--- src/rtl/bg_tile_fetcher_if.sv ---
// VRAM read bus and packed-tile handshake between the tile fetcher
// (master) and the memory / background shifter side (slave).
interface bg_tile_fetcher_if #(
    parameter int ADDR_W = 16
);
    logic [ADDR_W-1:0] vram_addr;
    logic              vram_rd_req;
    logic              vram_rd_valid;
    logic [7:0]        vram_rd_data;
    logic              tile_valid;
    logic              tile_ready;
    logic [7:0]        tile_pat_lo;
    logic [7:0]        tile_pat_hi;
    logic [1:0]        tile_pal;

    modport master (
        output vram_addr, vram_rd_req,
        output tile_valid, tile_pat_lo,
        output tile_pat_hi, tile_pal,
        input  vram_rd_valid, vram_rd_data,
        input  tile_ready
    );

    modport slave (
        input  vram_addr, vram_rd_req,
        input  tile_valid, tile_pat_lo,
        input  tile_pat_hi, tile_pal,
        output vram_rd_valid, vram_rd_data,
        output tile_ready
    );
endinterface

--- src/rtl/bg_tile_fetcher.sv ---
// Background tile fetch sequencer: NT, AT, pattern lo/hi reads, then hands
// off one packed tile. Optional macro BG_FETCH_COARSE_X_INC_EN.
module bg_tile_fetcher #(
    parameter int              ADDR_W    = 16,
    parameter logic [ADDR_W-1:0] PT_BASE_0 = 16'h0000,
    parameter logic [ADDR_W-1:0] PT_BASE_1 = 16'h1000
) (
    input  logic              clk,
    input  logic              rst_n,
    input  logic              i_start,
    input  logic [ADDR_W-1:0] i_nt_addr,
    input  logic [2:0]        i_fine_y,
    input  logic              i_bg_pt_sel,
    output logic              o_busy,
    output logic [ADDR_W-1:0] o_nt_addr,
    input  logic [ADDR_W-1:0] i_attr_byte_addr,
    input  logic [1:0]        i_attr_bit_offset,
    bg_tile_fetcher_if.master bus
);

    typedef enum logic [2:0] {
        IDLE, F_NT, F_AT, F_PLO, F_PHI, HOLD
    } state_t;

    state_t            r_state;
    logic              r_busy;
    logic [ADDR_W-1:0] r_nt_addr;
    logic [2:0]        r_fine_y;
    logic              r_pt_sel;
    logic [7:0]        r_tile_idx;
    logic [7:0]        r_at_byte;
    logic [1:0]        r_attr_off;
    logic [7:0]        r_pat_lo;
    logic [7:0]        r_pat_hi;
    logic              r_armed;
    logic [ADDR_W-1:0] r_vram_addr;
    logic              r_rd_req;
    logic              r_tile_valid;

    logic [ADDR_W-1:0] w_nt_src;
    logic [ADDR_W-1:0] w_pt_base;
    logic [ADDR_W-1:0] w_pat_addr;
    logic              w_acc;
    logic              w_hs;

`ifdef BG_FETCH_COARSE_X_INC_EN
    logic [ADDR_W-1:0] r_ptr;
    logic              r_ptr_vld;
    logic [ADDR_W-1:0] w_ptr_inc;

    // Coarse X wrap flips the horizontal nametable select bit.
    assign w_ptr_inc = (r_ptr[4:0] == 5'd31) ?
        {r_ptr[ADDR_W-1:11], ~r_ptr[10], r_ptr[9:5], 5'd0} :
        {r_ptr[ADDR_W-1:5], r_ptr[4:0] + 5'd1};
    assign w_nt_src = r_ptr_vld ? r_ptr : i_nt_addr;
`else
    assign w_nt_src = i_nt_addr;
`endif

    assign w_pt_base  = r_pt_sel ? PT_BASE_1 : PT_BASE_0;
    assign w_pat_addr = w_pt_base
                      + ADDR_W'({r_tile_idx, 4'h0})
                      + ADDR_W'(r_fine_y);
    // Valid in the first cycle of a fetch state is never trusted.
    assign w_acc = bus.vram_rd_valid && r_armed;
    assign w_hs  = r_tile_valid && bus.tile_ready;

    always_ff @(posedge clk or negedge rst_n) begin
        if (!rst_n) begin
            r_state      <= IDLE;
            r_busy       <= 1'b0;
            r_nt_addr    <= '0;
            r_fine_y     <= '0;
            r_pt_sel     <= 1'b0;
            r_tile_idx   <= '0;
            r_at_byte    <= '0;
            r_attr_off   <= '0;
            r_pat_lo     <= '0;
            r_pat_hi     <= '0;
            r_armed      <= 1'b0;
            r_vram_addr  <= '0;
            r_rd_req     <= 1'b0;
            r_tile_valid <= 1'b0;
`ifdef BG_FETCH_COARSE_X_INC_EN
            r_ptr        <= '0;
            r_ptr_vld    <= 1'b0;
`endif
        end else begin
            r_armed <= 1'b1;
            unique case (r_state)
                IDLE: begin
                    r_armed <= 1'b0;
                    if (i_start) begin
                        r_nt_addr   <= w_nt_src;
                        r_fine_y    <= i_fine_y;
                        r_pt_sel    <= i_bg_pt_sel;
                        r_vram_addr <= w_nt_src;
                        r_rd_req    <= 1'b1;
                        r_busy      <= 1'b1;
                        r_state     <= F_NT;
`ifdef BG_FETCH_COARSE_X_INC_EN
                        r_ptr       <= w_nt_src;
                        r_ptr_vld   <= 1'b1;
`endif
                    end
                end
                F_NT: if (w_acc) begin
                    r_tile_idx  <= bus.vram_rd_data;
                    r_vram_addr <= i_attr_byte_addr;
                    r_armed     <= 1'b0;
                    r_state     <= F_AT;
                end
                F_AT: if (w_acc) begin
                    r_at_byte   <= bus.vram_rd_data;
                    r_attr_off  <= i_attr_bit_offset;
                    r_vram_addr <= w_pat_addr;
                    r_armed     <= 1'b0;
                    r_state     <= F_PLO;
                end
                F_PLO: if (w_acc) begin
                    r_pat_lo    <= bus.vram_rd_data;
                    r_vram_addr <= r_vram_addr + ADDR_W'(8);
                    r_armed     <= 1'b0;
                    r_state     <= F_PHI;
                end
                F_PHI: if (w_acc) begin
                    r_pat_hi     <= bus.vram_rd_data;
                    r_rd_req     <= 1'b0;
                    r_tile_valid <= 1'b1;
                    r_armed      <= 1'b0;
                    r_state      <= HOLD;
                end
                HOLD: begin
                    r_armed <= 1'b0;
                    if (w_hs) begin
                        r_tile_valid <= 1'b0;
                        r_busy       <= 1'b0;
                        r_state      <= IDLE;
`ifdef BG_FETCH_COARSE_X_INC_EN
                        r_ptr        <= w_ptr_inc;
`endif
                    end
                end
                default: r_state <= IDLE;
            endcase
        end
    end

    assign o_busy          = r_busy;
    assign o_nt_addr       = r_nt_addr;
    assign bus.vram_addr   = r_vram_addr;
    assign bus.vram_rd_req = r_rd_req;
    assign bus.tile_valid  = r_tile_valid;
    assign bus.tile_pat_lo = r_pat_lo;
    assign bus.tile_pat_hi = r_pat_hi;
    assign bus.tile_pal    = 2'(r_at_byte >> {r_attr_off, 1'b0});

endmodule

--- src/flat_wrapper.sv ---
// flat-port wrapper written by rule: the top's interface ports become plain ports
module bg_tile_fetcher_flat 
#(
    parameter int              ADDR_W    = 16,
    parameter logic [ADDR_W-1:0] PT_BASE_0 = 16'h0000,
    parameter logic [ADDR_W-1:0] PT_BASE_1 = 16'h1000
)
  (clk, rst_n, i_start, i_nt_addr, i_fine_y, i_bg_pt_sel, o_busy, o_nt_addr, i_attr_byte_addr, i_attr_bit_offset, bus_vram_addr, bus_vram_rd_req, bus_tile_valid, bus_tile_pat_lo, bus_tile_pat_hi, bus_tile_pal, bus_vram_rd_valid, bus_vram_rd_data, bus_tile_ready);
  bg_tile_fetcher_if #(.ADDR_W(ADDR_W)) bus_i ();
  input  logic clk;
  input  logic rst_n;
  input  logic i_start;
  input  logic [ADDR_W-1:0] i_nt_addr;
  input  logic [2:0] i_fine_y;
  input  logic i_bg_pt_sel;
  output logic o_busy;
  output logic [ADDR_W-1:0] o_nt_addr;
  input  logic [ADDR_W-1:0] i_attr_byte_addr;
  input  logic [1:0] i_attr_bit_offset;
  output wire logic [$bits(bus_i.vram_addr)-1:0] bus_vram_addr;
  output wire logic [$bits(bus_i.vram_rd_req)-1:0] bus_vram_rd_req;
  output wire logic [$bits(bus_i.tile_valid)-1:0] bus_tile_valid;
  output wire logic [$bits(bus_i.tile_pat_lo)-1:0] bus_tile_pat_lo;
  output wire logic [$bits(bus_i.tile_pat_hi)-1:0] bus_tile_pat_hi;
  output wire logic [$bits(bus_i.tile_pal)-1:0] bus_tile_pal;
  input wire logic [$bits(bus_i.vram_rd_valid)-1:0] bus_vram_rd_valid;
  input wire logic [$bits(bus_i.vram_rd_data)-1:0] bus_vram_rd_data;
  input wire logic [$bits(bus_i.tile_ready)-1:0] bus_tile_ready;
  assign bus_vram_addr = bus_i.vram_addr;
  assign bus_vram_rd_req = bus_i.vram_rd_req;
  assign bus_tile_valid = bus_i.tile_valid;
  assign bus_tile_pat_lo = bus_i.tile_pat_lo;
  assign bus_tile_pat_hi = bus_i.tile_pat_hi;
  assign bus_tile_pal = bus_i.tile_pal;
  assign bus_i.vram_rd_valid = bus_vram_rd_valid;
  assign bus_i.vram_rd_data = bus_vram_rd_data;
  assign bus_i.tile_ready = bus_tile_ready;
  bg_tile_fetcher #(.ADDR_W(ADDR_W), .PT_BASE_0(PT_BASE_0), .PT_BASE_1(PT_BASE_1)) u_core (.clk(clk), .rst_n(rst_n), .i_start(i_start), .i_nt_addr(i_nt_addr), .i_fine_y(i_fine_y), .i_bg_pt_sel(i_bg_pt_sel), .o_busy(o_busy), .o_nt_addr(o_nt_addr), .i_attr_byte_addr(i_attr_byte_addr), .i_attr_bit_offset(i_attr_bit_offset), .bus(bus_i));
endmodule
--- config.mk ---
export PLATFORM = sky130hd
export DESIGN_NAME = bg_tile_fetcher_flat
export DESIGN_NICKNAME = d
export VERILOG_FILES = /design/src/rtl/bg_tile_fetcher_if.sv /design/src/rtl/bg_tile_fetcher.sv /design/src/flat_wrapper.sv
export SDC_FILE = /design/constraint.sdc
export NUM_CORES = 1
export LEC_CHECK = 0
export ABC_AREA = 1
export CORE_MARGIN = 5
export CORE_UTILIZATION = 40
export CTS_CLUSTER_SIZE = 40
export DETAILED_ROUTE_END_ITERATION = 16
export GPL_TIMING_DRIVEN = 0
export HOLD_SLACK_MARGIN = 0.1
export PLACE_DENSITY = 0.74
export SLEW_MARGIN = 20
export SYNTH_ARGS = -nofsm -noshare
export SYNTH_HDL_FRONTEND = slang
export SYNTH_SLANG_ARGS = --single-unit
--- constraint.sdc ---
create_clock -name clk -period 3.67 [get_ports clk]
set_clock_uncertainty 0.15 [all_clocks]
set_input_delay 1.101 -clock clk [delete_from_list [all_inputs] [get_ports clk]]
set_output_delay 1.101 -clock clk [all_outputs]
set_load 0.01 [all_outputs]
# Word level (Yosys, flattened, before mapping)
# Index checks and enable logic that the tools add are counted.
# classes
add_sub_neg	3
n_eq_ne	11
shifts	1
mux	22
n_reduce_logical	19
# ops
cell	count
two-way mux 16 bit	4
one-hot mux 16 bit (4 select lines)	1
two-way mux 3 bit	6
one-hot mux 3 bit (6 select lines)	1
adder 16 x 12 -> 16 bit	1
adder 16 x 3 -> 16 bit	1
adder 16 x 4 -> 16 bit, second input constant	1
two-way mux 13 bit	1
!= test 2 x 1 -> 1 bit, second input constant	5
AND reduction 2 bit	5
AND reduction 3 bit	3
one-hot mux 1 bit (2 select lines)	4
>> shifter 8 x 3 -> 2 bit	1
equality test 3 x 2 -> 1 bit, second input constant	2
equality test 3 bit, second input constant	2
AND reduction 6 bit	1
nonzero test 2 bit	3
two-way mux 1 bit	5
AND reduction 5 bit	1
nonzero test 4 bit	1
OR reduction 4 bit	1
equality test 3 x 1 -> 1 bit, second input constant	1
zero test 3 bit	1
logical AND 1 bit	2
2 further kinds	2
# totals
register_bits	77
out_inout_bits	53
word_cells	70

# Depth between registers and ports, before layout
# Gate-level depths: netlist of the first run.
# logic_depth
depth_word	5
ltp_mapped	10
mapped_depth_nobuf	10

# Least setup slack after synthesis of the first run
# Ideal clock, no wire load.
# synth_timing
path_kind	input to register
from	input bus_vram_rd_valid
to	register u_core.r_vram_addr[12], in the netlist u_core.bus.vram_addr[12]
setup_ns	0.117
t_arrival_ns	1.814
path_slack_ns	1.589
cell_stages	9
path_buffers	1
path_cell_list	nand2_1 inv_1 nand2_1 nand2_2 inv_2 buf_2 a21oi_1 nand2_1 nand2_1
# synth_via
elab_chain_len	3
elab_cells_between_ends	5
cone_classes	3 x eq/ne; 2 x reduce/logical
# synth_rtl
element	line_no	text
start: declaration	flat_wrapper.sv:26	input wire logic [$bits(bus_i.vram_rd_valid)-1:0] bus_vram_rd_valid;
logical AND 1 bit *	bg_tile_fetcher.sv:65	assign w_acc = bus.vram_rd_valid && r_armed;
!= test 2 x 1 -> 1 bit (no line)	n/a	
AND reduction 5 bit (no line) *	n/a	
end signal: assignment	bg_tile_fetcher.sv:97	r_vram_addr <= w_nt_src;
end signal: assignment	bg_tile_fetcher.sv:109	r_vram_addr <= i_attr_byte_addr;
end signal: assignment	bg_tile_fetcher.sv:116	r_vram_addr <= w_pat_addr;
end: declaration	bg_tile_fetcher.sv:36	logic [ADDR_W-1:0] r_vram_addr;
# Every way passes the cells marked *; elsewhere a longest branch is shown, timed or not.
# A chain may end at the register's enable or synchronous reset.

# Worst setup path in the final report of the first run
# layout_timing
from	register u_core.r_attr_off[0]
to	output bus_tile_pal[0]
# layout_via
elab_chain_len	1
# layout_rtl
element	line_no	text
start: declaration	bg_tile_fetcher.sv:32	logic [1:0] r_attr_off;
start signal: assignment	bg_tile_fetcher.sv:115	r_attr_off <= i_attr_bit_offset;
>> shifter 8 x 3 -> 2 bit	bg_tile_fetcher.sv:156	assign bus.tile_pal = 2'(r_at_byte >> {r_attr_off, 1'b0});
end: declaration	flat_wrapper.sv:25	output wire logic [$bits(bus_i.tile_pal)-1:0] bus_tile_pal;
# Every way passes these cells.

==> results of run 1 <==
-- per-stage QoR --
step	cell area, um2	cells	worst slack [ns]
floorplan	3650	472	1.59
global placement	4820	683	-1.30
detailed placement	4840	684	0.860
CTS	5050	700	0.681
global route	5050	700	0.548
finish	5050	700	0.685
-- power by group through the flow --
stage          clock network, mW  logic [mW]  registers (mW)
2_1_floorplan                  0       0.947            1.60
3_3_place_gp                   0        1.92            1.53
5_1_grt                    0.729        2.20            1.59
4_1_cts                    0.691        1.97            1.53
3_5_place_dp                   0        1.96            1.54
6_report                   0.679        1.95            1.54
-- worst register-to-register path: cells and delay by family, from the launching register on --
kind	cells	cell delay [ns]
adders and majority gates	1	0.31
DFF	1	0.45
and+or+nand+nor	5	0.60
AOI/OAI and AO/OA	1	0.18
buffers and inverters	1	0.10
-- sequential cells by signal, indices dropped and copies added, names as in the netlist --
name,cells
u_core.o_busy,1
u_core.o_nt_addr,16
u_core.bus.vram_rd_req,1
u_core.r_fine_y,3
u_core.bus.tile_pat_lo,8
u_core.r_attr_off,2
u_core.bus.tile_valid,1
u_core.bus.tile_pat_hi,8
u_core.bus.vram_addr,16
u_core.r_state,3
u_core.r_armed,1
u_core.r_tile_idx,8
u_core.r_pt_sel,1
u_core.r_at_byte,8
-- kinds of logic after synthesis --
family,count (synthesis)
AND/OR/NAND/NOR,224
buffers and inverters,69
adder cells (fa/ha/maj),1
multiplexers,4
flip-flops,77
AO/OA/AOI/OAI,97
-- cells in the final DEF (no fill, tap or decap) --
cell type / n
clkinv_4: 1
o22ai_1: 2
o211ai_1: 5
buf_4: 2
nand2_2: 1
mux2_2: 4
nor2_2: 3
nand2_1: 166
dfrtp_1: 77
a21oi_1: 21
nor4_1: 1
nand4_1: 2
clkbuf_1: 6
clkdlybuf4s50_1: 102
bufinv_16: 1
clkbuf_8: 10
buf_16: 1
o21ai_0: 68
ha_1: 1
buf_2: 11
inv_1: 49
nor3_1: 1
a41oi_1: 1
inv_6: 3
nand3_1: 20
inv_2: 3
nor2_1: 30
-- cell type report --
type / instances / share of cell area (%)
Buffer: 17 / 1.61
Multi-Input combinational cell: 326 / 28.7
Timing Repair Buffer: 104 / 20.9
Inverter: 52 / 3.87
Clock buffer: 11 / 2.80
Tap cell: 108 / 2.68
Clock inverter: 5 / 1.29
Sequential cell: 77 / 38.2
-- worst min-delay path by stage --
| stage | endpoint | slack, ns | cells after the start |
|---|---|---|---|
| finish | u_core.bus.vram_addr[0] | 0.34 | 2 |
| CTS | u_core.bus.vram_addr[2] | 0.34 | 2 |
| global placement | u_core.bus.vram_addr[0] | 0.31 | 2 |
| detailed placement | u_core.bus.vram_addr[2] | 0.32 | 2 |
| global route | u_core.r_fine_y[1] | 0.36 | 1 |
| floorplan | u_core.r_at_byte[4] | 0.30 | 2 |
-- cell usage after synthesis --
library cell	instances	area, um2
a41oi_1	1	8.76
o211ai_1	5	37.5
a21oi_1	21	105
inv_1	49	184
nor4_1	1	6.26
nor3_1	1	5.00
nand2_1	166	623
inv_2	3	11.3
nor2_1	30	113
nand4_1	2	12.5
ha_1	1	12.5
o22ai_1	2	12.5
clkbuf_1	5	18.8
nor2_2	3	18.8
dfrtp_1	77	1930
buf_4	1	7.51
nand3_1	20	100
mux2_2	4	45.0
o21ai_0	68	340
nand2_2	1	6.26
buf_2	11	55.1
-- per-layer routing --
metal	part of all wire, %	vias to the layer above	wire length, um	track usage [%]
met5	0	-	0	0
met4	1.1	0	118	5.00
met3	7.7	12	794	4.83
met2	46	129	4680	30.8
li1	-	1737	-	-
met1	46	1589	4690	26.1
==> metrics, run 1 <==
status=finished, final reports clean; WHS=0.336 ns; Post-Synth Adder-Cell Area=0.343%; main combinational cell family by area after synthesis=simple AND/OR/NAND/NOR gates; row count=34; r2r setup slk=1.78 ns; critical path type=register to output port; root buffer cell=clkbuf_8; Hold Path Class=register to register; area of the multi-input gates=1450 um2; CP cell instances=inv_1 > o21ai_0 > o22ai_1 > clkdlybuf4s50_1; post-layout util=57.3%; Max FO, Critical Path=5; Peak supply drop=392 uV; first-pass GRT wire length=17400 um; Req. time, crit path=2.42 ns; CTS Hold Buffers Added=0; combinational power share=46.8%; Max-cap violations=0; 1st-pass router iterations=4; Post-Synthesis Cells=472; Crit path depth=4; gp weighted congestion=0.870; H-Tree Depth=3; period utilization=81.3%; DR vias=3467; Via density=4.95; CTS-repair resized insts=0; FF-to-FF End=u_core.bus.vram_addr[7]; grt ovf=0; vias in the first global route=3459; CTS Buf Count=9; setup violators final=0; hpwl dp=7910 um; Area Growth Syn to Fin=38.3%; core area=8810 um2; initial antenna violation count=0; FILL cells=802; final hold viol count=0; post-synthesis cell area=3650 um2; switching share of power=40.0%; compound-cell area share of the yosys netlist=13.8%; syn_area_per_cell=7.73 um2; LEAKAGE=2.43 nW; Worst Tran Pin Value=0.478 ns; Post-CTS Setup Inserts=0; ANT nets after route=0; Post-Route WL=10300 um; HP Start=u_core.bus.vram_addr[0]; Setup crit start kind=register; mux contribution to synthesized area=1.23%; Buffers on Ports=103; Setup TNS=0 ns; sequential cell area=1930 um2; Inserted Diodes=0; post-synthesis simple-gate area fraction=24.2%; Final Power=4.16 mW; synth unique cells=21; Clk pin slew, worst setup/hold paths=0.09 ns; Slowest-stage cell, CP=clkdlybuf4s50_1; arrival time worst endpoint=1.73 ns; die area=11100 um2; Max-slew headroom=67.9%; Worst-Skew Late Latency=0.35 ns; crit-path leading delay family=buffers and inverters; #FFs+latches synth=77; Total GRT Usage=19.2%; Period minus WS final=2.99 ns; Die Ht=106 um; Pint=2.50 mW; crit path capture=bus_tile_pal[0]; xor/xnor share of the synthesized area=0%; IO Pins=104; Pwr Density=825 nW/um2; RR Startpoint=u_core.bus.vram_addr[3]; initial drt markers=242; R2R depth=8; largest net degree at the start of global routing=55; DR WL/cell=14.7 um; detailed-route DRC error count=0; f_max=0.335 GHz; Sequential Power Share=36.9%; Die W=106 um; register area share after synthesis=52.8%; Worst Setup SP=u_core.r_attr_off[0]; layout net count=639; Yosys Warn Count=0; CTS tree=built; Syn Nets=524; clk buf depth=2; Clk pwr share=16.3%; Worst setup EP type=output port; net load switching power=1.66 mW; CTS Sinks=77; fin. max-slew vios=0; RSZ-0062 raised after global routing=false; Starting Density=41.4%; Worst path max stage delay=0.57 ns; share of layout cells above drive strength 1=6.76%; Crit path buffers/inverters=2
Power figures use the tool's default switching activity.
==> run 2, diff against run 1 <==
PLACE_DENSITY = 0.77   (was 0.74)
clock period = 2.5 ns   (was 3.67 ns; I/O delays follow)
==> run 2 against run 1 <==
Sequential cell count stayed put; clock power is 44% higher; total power is 46% higher; worst hold slack worse by 0.19 ns; sequential share of layout area hardly changed; sequential power is 46% higher; via count is 2.6% higher; worst setup slack worse by 0.55 ns; wire length is 2.0% higher; final area hardly changed; die area stayed put; clock-buffer cell count is 1 lower; critical path type unchanged; critical endpoint is now bus_vram_addr[5]; largest cell class unchanged; highest routed layer unchanged.
==> metrics, run 2 (synthesis gave the netlist of run 1 again) <==
grt ovf=0; fin. max-slew vios=0; Crit path depth=1; DR WL/cell=15.0 um; Max FO, Critical Path=7; period utilization=94.4%; Pwr Density=1210 nW/um2; Starting Density=41.4%; placed cells=684; Area Growth Syn to Fin=38.3%; clk buf depth=2; row count=34; largest net degree at the start of global routing=54; f_max=0.424 GHz; final hold viol count=0; Post-Route WL=10500 um; RSZ-0062 raised after global routing=false; Final Power=6.09 mW; gp weighted congestion=0.926; core area=8810 um2; Worst Tran Pin Value=0.465 ns; Peak supply drop=602 uV; Worst setup EP type=output port; ANT nets after route=0; die area=11100 um2; Via density=5.08; critical path type=register to output port; crit path capture=bus_vram_addr[5]; Max-cap violations=0; dpl ws=0.0337 ns; H-Tree Depth=3; arrival time worst endpoint=1.46 ns; RR Startpoint=u_core.bus.vram_addr[3]; 1st-pass router iterations=5; vias in the first global route=3515; first-pass GRT wire length=17300 um; Die W=106 um; Buffers on Ports=103; hpwl dp=7980 um; Crit path buffers/inverters=1; most frequent cells in the layout=nand2_1 (166), clkdlybuf4s50_1 (100), dfrtp_1 (77); Worst-Skew Late Latency=0.35 ns; Max-slew headroom=68.8%; Setup crit start kind=register; crit-path leading delay family=buffers and inverters; Hold Path Class=input port to asynchronous set/reset pin; CTS Sinks=77; setup violators final=0; Final WS setup=0.140 ns; initial antenna violation count=0; share of layout cells above drive strength 1=6.93%; CTS tree=built; detailed-route DRC error count=0; Post-CTS Setup Inserts=0; Clk pin slew, worst setup/hold paths=0.09 ns; Die Ht=106 um; FF-to-FF End=u_core.bus.vram_addr[7]; commonest non-fill, non-tap cell in the layout=nand2_1; Inserted Diodes=0; DR vias=3556; status=finished, final reports clean; Worst path max stage delay=0.63 ns; R2R depth=8; layout net count=639; Period minus WS final=2.36 ns; CP cell instances=clkdlybuf4s50_1; LEAKAGE=2.44 nW; Total GRT Usage=19.4%; Worst Setup SP=u_core.bus.vram_addr[5]; met1 GRT Util=25.8%; Req. time, crit path=1.60 ns; fin cells=700; root buffer cell=clkbuf_8; met2 usage=30.4%; met3 Usage GRT=5.81%; r2r setup slk=0.63 ns; IO Pins=104; GR peak layer=met2; initial drt markers=231; Slowest-stage cell, CP=clkdlybuf4s50_1; CTS Buf Count=9
-- run 2: metrics by stage --
step / hold WS (ns) / util [%] / setup TNS [ns] / area, um2
global placement: 0.309 / 54.7 / -160.14 / 4820
CTS: 0.147 / 57.3 / 0 / 5050
floorplan: 0.298 / - / 0 / 3650
finish: 0.144 / 57.3 / 0 / 5050
global route: 0.163 / 57.3 / 0 / 5050
detailed placement: 0.320 / 55.0 / 0 / 4840
-- run 2: metal layers --
metal	wire length (um)	up-vias
li1	-	1739
met1	4700	1639
met2	4760	164
met3	880	14
met4	157	0
met5	0	-
-- run 2: area by class of cell --
type                       count  area (um2)
fill                         808        3760
clock inverter                 6        70.1
inverter                      52         195
tap                          108         135
multi-input combinational    326        1450
timing repair buffer         104        1050
buffer                        17        81.3
sequential                    77        1930
clock buffer                  10         138
-- run 2: worst min-delay path by stage --
| stage | startpoint | to | slack (ns) | depth (start not counted) |
|---|---|---|---|---|
| finish | rst_n | u_core.bus.vram_addr[0] | 0.14 | 1 |
| floorplan | rst_n | u_core.bus.tile_pat_hi[0] | 0.30 | 0 |
| global placement | u_core.bus.vram_addr[1] | u_core.bus.vram_addr[1] | 0.31 | 2 |
| detailed placement | u_core.bus.vram_addr[0] | u_core.bus.vram_addr[0] | 0.32 | 2 |
| global route | rst_n | u_core.bus.vram_addr[2] | 0.16 | 1 |
| CTS | rst_n | u_core.bus.vram_addr[0] | 0.15 | 1 |
-- run 2: power breakdown --
group          leakage [nW]  internal (mW)  switching (mW)
logic                  1.37           1.33            1.53
registers             0.957           1.82           0.430
clock network         0.107          0.495           0.483
-- run 2: timing repair --
| action | 4_1_cts | 5_1_grt |
|---|---|---|
| hold buffers | 0 | 0 |
| endpoints found under the setup margin | 2 | 0 |
| resized for setup | 2 | 0 |
==> run 3, diff against run 2 <==
CAP_MARGIN = 15   (was unset)
SLEW_MARGIN = unset   (was 20)
==> run 3 against run 2 <==
Critical path depth unchanged; worst hold slack better by 0.19 ns; clock power up 11%; via count down 0.28%; highest routed layer unchanged; maximum frequency up 0.42%; first-iteration DRC count down 9.1%; sequential share of layout area down 0.24 points; wire length about the same; critical endpoint unchanged; global-route usage down 0.12 points; final area up 0.62%; total power up 1.9%; critical path type unchanged.
==> metrics, run 3 (synthesis gave the netlist of run 1 again) <==
post-layout util=57.7%; DR vias=3546; Period minus WS final=2.35 ns; IO Pins=104; core area=8810 um2; grt ovf=0; Slowest-stage cell, CP=clkdlybuf4s50_1; vias in the first global route=3517; Pint=3.73 mW; layout net count=640; Peak supply drop=616 uV; crit-path leading delay family=buffers and inverters; Inserted Diodes=0; placed cells=684; r2r setup slk=0.63 ns; dpl ws=0.0250 ns; CP cell instances=clkdlybuf4s50_1; Worst setup EP type=output port; status=finished, final reports clean; most frequent cells in the layout=nand2_1 (166), clkdlybuf4s50_1 (100), dfrtp_1 (77); area of the multi-input gates=1450 um2; root buffer cell=clkbuf_8; RR Startpoint=u_core.r_state[2]; Die Ht=106 um; Starting Density=41.4%; Total GRT Usage=19.3%; met1 GRT Util=26.0%; f_max=0.425 GHz; Crit path depth=1; FF-to-FF End=u_core.bus.tile_pat_lo[4]; R2R depth=5; FILL cells=793; combinational power share=46.2%; initial antenna violation count=0; final hold viol count=0; 1st-pass router iterations=4; crit path capture=bus_vram_addr[5]; Setup crit start kind=register; DR WL/cell=15.0 um; Final WS setup=0.149 ns; period utilization=94.0%; H-Tree Depth=3; die area=11100 um2; Worst Tran Pin Value=0.449 ns; GR peak layer=met2; Max-cap violations=0; Hold Path Class=register to register; ANT nets after route=0; Req. time, crit path=1.60 ns; CTS tree=built; largest net degree at the start of global routing=75; met2 usage=30.0%; net load switching power=2.47 mW; Worst-Skew Late Latency=0.35 ns; critical path type=register to output port; met3 Usage GRT=5.07%; Clk pin slew, worst setup/hold paths=0.09 ns; fin cells=701; Buffers on Ports=103; switching share of power=39.9%; Post-CTS Setup Inserts=0; Crit path buffers/inverters=1; RSZ-0062 raised after global routing=false; Max-slew headroom=69.8%; initial drt markers=210; share of layout cells above drive strength 1=6.91%; Worst Setup SP=u_core.bus.vram_addr[5]; row count=34; Via density=5.06; Clk pwr share=17.5%; setup violators final=0; commonest non-fill, non-tap cell in the layout=nand2_1; Worst path max stage delay=0.62 ns; LEAKAGE=2.45 nW; Sequential Power Share=36.2%; Area Growth Syn to Fin=39.1%; arrival time worst endpoint=1.45 ns; gp weighted congestion=0.926; hpwl dp=7870 um; detailed-route DRC error count=0; CTS Buf Count=9; Die W=106 um; clk buf depth=2; first-pass GRT wire length=17300 um; Max FO, Critical Path=7; fin. max-slew vios=0; Pwr Density=1220 nW/um2; sequential cell area=1930 um2; Post-Route WL=10500 um; CTS Sinks=77
## run 3: repair_timing
action / in CTS / in global routing
hold endpoints to repair: 3 / 0
hold buffers: 1 / 0
setup endpoints to repair: 2 / 0
resized for setup: 2 / 0
## run 3: worst min-delay path by stage
stage	startpoint	endpoint	cells after the start	slack, ns
finish	u_core.bus.vram_addr[0]	u_core.bus.vram_addr[0]	2	0.33
global route	u_core.r_at_byte[0]	u_core.r_at_byte[0]	2	0.36
CTS	u_core.bus.vram_addr[0]	u_core.bus.vram_addr[0]	2	0.33
detailed placement	u_core.bus.vram_addr[0]	u_core.bus.vram_addr[0]	2	0.31
global placement	u_core.bus.vram_addr[1]	u_core.bus.vram_addr[1]	2	0.31
floorplan	rst_n	u_core.bus.tile_pat_hi[0]	0	0.30
## run 3: metrics by stage
stage | instance area, um2 | total power [mW] | hold slack (ns) | TNS, ns
after floorplan | 3650 | 3.74 | 0.298 | 0
after global placement | 4820 | 5.05 | 0.309 | -160.14
after detailed placement | 4840 | 5.15 | 0.313 | 0
after CTS | 5080 | 6.23 | 0.334 | 0
after global routing | 5080 | 6.69 | 0.356 | 0
final | 5080 | 6.20 | 0.332 | 0
## run 3: power by group through the flow
stage | sequential (mW) | combinational (mW) | clock, mW
finish | 2.25 | 2.87 | 1.09
global route | 2.32 | 3.21 | 1.16
CTS | 2.24 | 2.88 | 1.11
detailed placement | 2.26 | 2.89 | 0
global placement | 2.25 | 2.81 | 0
floorplan | 2.35 | 1.39 | 0
## run 3: layout make-up
class                   count  area share, %
clock inverters             7           2.07
well taps                 108           2.66
clock buffers               9           2.44
repair buffers            105           20.9
multi-input cells         326           28.5
flip-flops and latches     77           37.9
plain buffers              17           1.60
inverters                  52           3.84
## run 3: per-layer routing
| metal | part of all wire, % | vias to the layer above |
|---|---|---|
| met5 | 0 | - |
| met4 | 2.0 | 0 |
| met3 | 8.5 | 17 |
| met2 | 44 | 152 |
| met1 | 45 | 1644 |
| li1 | - | 1733 |
